<file path="config.mk">
export PLATFORM = sky130hd
export DESIGN_NAME = mux4_rr_arbiter_flat
export DESIGN_NICKNAME = d
export VERILOG_FILES = /design/src/rtl/mux4_rr_arbiter_pkg.sv /design/src/rtl/mux4_rr_arbiter_if.sv /design/src/rtl/mux4_rr_arbiter_rr_pick4.sv /design/src/rtl/mux4_rr_arbiter.sv /design/src/flat_wrapper.sv
export SDC_FILE = /design/constraint.sdc
export NUM_CORES = 1
export LEC_CHECK = 0
export CAP_MARGIN = 0
export CORE_MARGIN = 10
export CORE_UTILIZATION = 39
export DETAILED_ROUTE_END_ITERATION = 8
export PLACE_DENSITY_LB_ADDON = 0.3
export SYNTH_ARGS = -nofsm -noshare
export SYNTH_HDL_FRONTEND = slang
export SYNTH_SLANG_ARGS = --single-unit
export TNS_END_PERCENT = 10
</file>
<file path="constraint.sdc">
create_clock -name clk -period 1.7 [get_ports clk]
set_clock_uncertainty 0.1 [all_clocks]
set_input_delay 0.34 -clock clk [delete_from_list [all_inputs] [get_ports clk]]
set_output_delay 0.34 -clock clk [all_outputs]
set_load 0.05 [all_outputs]
</file>
<file path="src/rtl/mux4_rr_arbiter_pkg.sv">
// Shared types and constants for the 4-way round-robin mux arbiter.
package mux4_arb_pkg;

    localparam int NUM_REQ = 4;
    localparam int IDX_W   = 2;

    typedef enum logic {
        IDLE = 1'b0,
        FULL = 1'b1
    } state_t;

    // Pointer value that makes requester 0 the first candidate after reset.
    localparam logic [IDX_W-1:0] PTR_RST = 2'd3;

endpackage

</file>
<file path="src/rtl/mux4_rr_arbiter_if.sv">
// Requester-side and consumer-side signals of the 4-way arbiter, bundled as one bus.
interface mux4_rr_arbiter_if #(
    parameter int WIDTH = 4
);
    import mux4_arb_pkg::*;

    logic [NUM_REQ-1:0] req;
    logic [WIDTH-1:0]   a;
    logic [WIDTH-1:0]   b;
    logic [WIDTH-1:0]   c;
    logic [WIDTH-1:0]   d;
    logic [NUM_REQ-1:0] ack;
    logic [IDX_W-1:0]   sel;
    logic [WIDTH-1:0]   out_data;
    logic               out_valid;
    logic               out_ready;

    modport slave (
        input  req, a, b, c, d, out_ready,
        output ack, sel, out_data, out_valid
    );

    modport master (
        output req, a, b, c, d, out_ready,
        input  ack, sel, out_data, out_valid
    );

endinterface

</file>
<file path="src/rtl/mux4_rr_arbiter_rr_pick4.sv">
// Combinational round-robin picker: first set request bit after ptr, wrapping mod 4.
module rr_pick4
    import mux4_arb_pkg::*;
(
    input  logic [NUM_REQ-1:0] req,
    input  logic [IDX_W-1:0]   ptr,
    output logic               found,
    output logic [IDX_W-1:0]   win
);

    logic [IDX_W-1:0] cand;

    always_comb begin
        found = 1'b0;
        win   = '0;
        cand  = '0;
        for (int i = 1; i <= NUM_REQ; i++) begin
            cand = ptr + IDX_W'(i);
            if (!found && req[cand]) begin
                found = 1'b1;
                win   = cand;
            end
        end
    end

endmodule

</file>
<file path="src/rtl/mux4_rr_arbiter.sv">
// Round-robin 4:1 capture mux with valid/ready output register.
// Optional per-requester grant counters enabled by `define MUX4_ARB_STATS_EN.
module mux4_rr_arbiter
    import mux4_arb_pkg::*;
#(
    parameter int WIDTH = 4
) (
    input  logic                 clk,
    input  logic                 rst,
    mux4_rr_arbiter_if.slave     bus
`ifdef MUX4_ARB_STATS_EN
    ,
    output logic [8*NUM_REQ-1:0] grant_cnt
`endif
);

    state_t             state, state_nxt;
    logic [IDX_W-1:0]   ptr;
    logic [NUM_REQ-1:0] req_masked;
    logic               found;
    logic [IDX_W-1:0]   win;
    logic               capture;
    logic               vld_p1;
    logic [WIDTH-1:0]   data_p1;
    logic [IDX_W-1:0]   sel_p1;
    logic [NUM_REQ-1:0] ack_p1;

    function automatic logic [WIDTH-1:0] mux_data(
        input logic [IDX_W-1:0] idx,
        input logic [WIDTH-1:0] da, db, dc, dd
    );
        return (idx == 2'd0) ? da :
               (idx == 2'd1) ? db :
               (idx == 2'd2) ? dc : dd;
    endfunction

    function automatic logic [NUM_REQ-1:0] onehot(input logic [IDX_W-1:0] idx);
        return NUM_REQ'(1) << idx;
    endfunction

    // A requester whose ack is high this cycle may still show req; never re-serve it.
    assign req_masked = bus.req & ~ack_p1;

    rr_pick4 u_pick (
        .req   (req_masked),
        .ptr   (ptr),
        .found (found),
        .win   (win)
    );

    always_ff @(posedge clk) begin
        if (rst) state <= IDLE;
        else     state <= state_nxt;
    end

    always_comb begin
        state_nxt = state;
        case (state)
            IDLE: if (found) state_nxt = FULL;
            FULL: if (bus.out_ready && !found) state_nxt = IDLE;
            default: state_nxt = IDLE;
        endcase
    end

    always_comb begin
        vld_p1  = (state == FULL);
        capture = found && ((state == IDLE) || bus.out_ready);
    end

    // ---- stage p1: captured word, index and ack pulse ----
    always_ff @(posedge clk) begin
        if (rst) begin
            data_p1 <= '0;
            sel_p1  <= '0;
            ack_p1  <= '0;
            ptr     <= PTR_RST;
        end else begin
            ack_p1 <= capture ? onehot(win) : '0;
            if (capture) begin
                data_p1 <= mux_data(win, bus.a, bus.b, bus.c, bus.d);
                sel_p1  <= win;
                ptr     <= win;
            end
        end
    end

    assign bus.out_data  = data_p1;
    assign bus.sel       = sel_p1;
    assign bus.ack       = ack_p1;
    assign bus.out_valid = vld_p1;

`ifdef MUX4_ARB_STATS_EN
    logic [7:0] cnt [NUM_REQ];

    always_ff @(posedge clk) begin
        for (int i = 0; i < NUM_REQ; i++) begin
            if (rst)            cnt[i] <= '0;
            else if (ack_p1[i]) cnt[i] <= cnt[i] + 8'd1;
        end
    end

    assign grant_cnt = {cnt[3], cnt[2], cnt[1], cnt[0]};
`endif

endmodule

</file>
<file path="src/flat_wrapper.sv">
// flat-port wrapper written by rule: the top's interface ports become plain ports
module mux4_rr_arbiter_flat import mux4_arb_pkg::*;
#(
    parameter int WIDTH = 4
)
  (clk, rst, bus_req, bus_a, bus_b, bus_c, bus_d, bus_out_ready, bus_ack, bus_sel, bus_out_data, bus_out_valid);
  mux4_rr_arbiter_if #(.WIDTH(WIDTH)) bus_i ();
  input  logic clk;
  input  logic rst;
  input wire logic [$bits(bus_i.req)-1:0] bus_req;
  input wire logic [$bits(bus_i.a)-1:0] bus_a;
  input wire logic [$bits(bus_i.b)-1:0] bus_b;
  input wire logic [$bits(bus_i.c)-1:0] bus_c;
  input wire logic [$bits(bus_i.d)-1:0] bus_d;
  input wire logic [$bits(bus_i.out_ready)-1:0] bus_out_ready;
  output wire logic [$bits(bus_i.ack)-1:0] bus_ack;
  output wire logic [$bits(bus_i.sel)-1:0] bus_sel;
  output wire logic [$bits(bus_i.out_data)-1:0] bus_out_data;
  output wire logic [$bits(bus_i.out_valid)-1:0] bus_out_valid;
  assign bus_i.req = bus_req;
  assign bus_i.a = bus_a;
  assign bus_i.b = bus_b;
  assign bus_i.c = bus_c;
  assign bus_i.d = bus_d;
  assign bus_i.out_ready = bus_out_ready;
  assign bus_ack = bus_i.ack;
  assign bus_sel = bus_i.sel;
  assign bus_out_data = bus_i.out_data;
  assign bus_out_valid = bus_i.out_valid;
  mux4_rr_arbiter #(.WIDTH(WIDTH)) u_core (.clk(clk), .rst(rst), .bus(bus_i));
endmodule
</file>
==> results.cfg <==
[clock_tree]
hold_buffers = 0
cts-root-buf = clkbuf_4
clk_latency_ns = 0.28
clkSinkCount = 13
clock_path_buffers = 2
cts_made_buffers = 3
cts_tree = done
clk_pin_slew_worst_paths_ns = 0.08
htreeDepth = 1

[timing]
min_period_ns = 1.646
min_period_over_period_pct = 96.84
max_slew_margin_pct = 74.64
final-setup-viol-count = 0
drv_slew = 0
fin_ws_ns = 0.05370
fmax_mhz = 607.4
worst_pin_slew_ns = 0.3770
hold_viol = 0
rsz0062_at_grt = yes

[power_and_ir_drop]
p_leak_nw = 0.5271
p_per_area_nw_per_um2 = 934.0
peakVddDrop_uv = 661.1

[setup_path]
critPathRequiredTime_ns = 1.76
startpoint_type = flip-flop
cp_slowest_cell = dfxtp_4
path_cells = nor2b_4, o21ai_2, a221oi_2, buf_4, mux2i_1, o221ai_1
cpPeakStageDelay_ns = 0.36
worstPathArrival_ns = 1.70
r2r-end = u_core.bus.out_data[1]
r2r_setup_slack_ns = 0.05
r2r-start = u_core.bus.ack[2]
rr_worst_depth = 6
critPathLaunch = u_core.bus.ack[2]
critPathMaxFanout = 4
criticalPathCategory = reg2reg
cp-end-kind = flip-flop

[routing]
firstDrtPassIters = 4
vias = 759
via_per_inst = 5.060
drt_wl_total_mm = 2.073
final_antenna_net_count = 0
drc_errors = 0
routedWlPerCell_um = 13.82
drt_iter0_markers = 15

[yosys]
syn_nets = 99
yosysWarnings = 0
syn_area_um2 = 700.7
syn_area_per_cell_um2 = 9.219
synthesis.instances = 76
yosysSeqAreaShare_pct = 37.14
ys_types = 24
synth_seq_cells = 13

[grt]
grt_overflow = 0
grt_pass1_wl_mm = 3.567
grt_pass1_vias = 815
grt_antenna_before_repair = 0
grt_max_degree = 10
grt_use_total_pct = 10.79

[worst_hold_path]
hold_depth = 2
hp-class = reg2reg
min-delay-start = u_core.bus.sel[1]
min_to = u_core.bus.sel[1]

[layout]
final_cell_mix = buf_4 (23), clkdlybuf4s50_1 (18), nor2_1 (9)
final_nets = 149
layout_commonest_cell = buf_4
antenna_cells = 0
drive_above_1_share_pct = 35.20
nFillCells = 136
synthToLayoutAreaGrowth_pct = 72.68
stdcell_count = 150

[die]
fp.dieH_um = 62.39
rows = 15
io_pins = 34
die-area_um2 = 3892
die_x_um = 62.39
start_util_pct = 41.03
coreArea_um2 = 1708

[placed_design]
dp_cells = 140
preCtsSetupSlack_ns = -0.4281
hpwl_mm = 1.654
portBuffers = 33
gp_congestion = 0.7613

[outcome]
status = completed

[flow_run]
drv_cap = 0
timing repair:
item	CTS	global route
endpoints found under the setup margin	9	9
gates resized for setup	7	8
setup buffers	3	2
pin swaps	5	3
gates cloned	1	0
synthesized netlist by cell type:
cell      count  area (um^2)
a211oi_1      1        7.510
dfxtp_1      13        260.3
or3b_1        1        8.760
a211o_1       1        8.760
o221ai_1      4        35.03
nand3b_1      5        37.54
nor2_1        9        33.78
o21bai_1      1        7.510
nor3b_1       1        7.510
nor2b_1       4        25.02
buf_1         1        3.750
nand2b_1      5        31.28
a21oi_1       5        25.02
o22ai_1       1        6.260
o41ai_4       1        27.53
nor2b_4       1        13.76
mux2i_1       8        80.08
inv_1         1        3.750
nand2_1       7        26.28
nor3_1        2        10.01
nor4_1        1        6.260
buf_6         1        11.26
o21ai_2       1        8.760
a221oi_2      1        15.01
routing by layer:
metal / global-route usage [%] / routed length (um) / up-vias / share of wire [%]
met5: 0 / 0 / - / 0
met4: 5.028 / 33 / 0 / 1.6
met3: 4.301 / 154 / 4 / 7.4
met2: 17.95 / 972 / 28 / 47
met1: 11.68 / 912 / 352 / 44
li1: - / - / 375 / -
kinds of logic (layout without fill, tap and decap cells):
logic type | after synthesis | in the layout | synth area share, %
AND/OR/NAND/NOR | 36 | 36 | 28.57
AO/OA/AOI/OAI | 16 | 16 | 20.18
flip-flops | 13 | 13 | 37.14
multiplexers | 8 | 8 | 11.43
buffers and inverters | 3 | 52 | 2.677
sequential cells by signal, indices dropped and copies added (netlist names):
| register | cells |
|---|---|
| u_core.bus.out_data | 4 |
| u_core.ptr | 2 |
| u_core.bus.ack | 4 |
| u_core.bus.sel | 2 |
| u_core.bus.out_valid | 1 |
through the flow:
step	area [um^2]	power [mW]	setup TNS (ns)	util, %	hold WS, ns
6_report	1210	1.130	0	70.84	0.3713
5_1_grt	1210	1.196	-0.2163	70.84	0.4033
4_1_cts	1159	1.099	0	67.84	0.3763
3_5_place_dp	1102	0.8963	-4.165	64.54	0.3665
3_3_place_gp	1102	0.8869	-3.953	64.54	0.3454
2_1_floorplan	710.7	0.7109	0	-	0.4086
worst max-delay path: cells and delay by family, from the launching register on:
family,cells,cell delay (ns)
AO/OA/AOI/OAI,3,0.50
flip-flops,1,0.36
buffers and inverters,1,0.21
AND/OR/NAND/NOR,1,0.15
multiplexers,1,0.19
where the power goes:
| group | internal (mW) | switching (mW) | leakage (nW) | total, mW |
|---|---|---|---|---|
| Sequential | 0.352 | 0.0355 | 0.110 | 0.388 |
| Combinational | 0.248 | 0.301 | 0.402 | 0.549 |
| Clock | 0.0910 | 0.102 | 0.0150 | 0.193 |
| Total | 0.692 | 0.438 | 0.527 | 1.13 |
layout make-up:
type | instances | area, um^2 | area share [%]
clock buffers | 4 | 26.28 | 2.172
well taps | 25 | 31.28 | 2.585
flip-flops and latches | 13 | 274.0 | 22.65
repair buffers | 47 | 419.2 | 34.64
inverters | 1 | 3.754 | 0.3102
multi-input cells | 60 | 455.4 | 37.64
worst max path at each step:
stage	slack (ns)	depth (start not counted)	end
2_1_floorplan	0.005	5	u_core.bus.out_data[0]
3_3_place_gp	-0.41	7	u_core.bus.out_data[0]
3_5_place_dp	-0.43	7	u_core.bus.out_data[3]
4_1_cts	0.02	6	u_core.bus.out_data[0]
5_1_grt	-0.07	6	u_core.bus.out_data[3]
6_report	0.05	6	u_core.bus.out_data[1]
No activity file was read; power rests on OpenSTA's default activity.
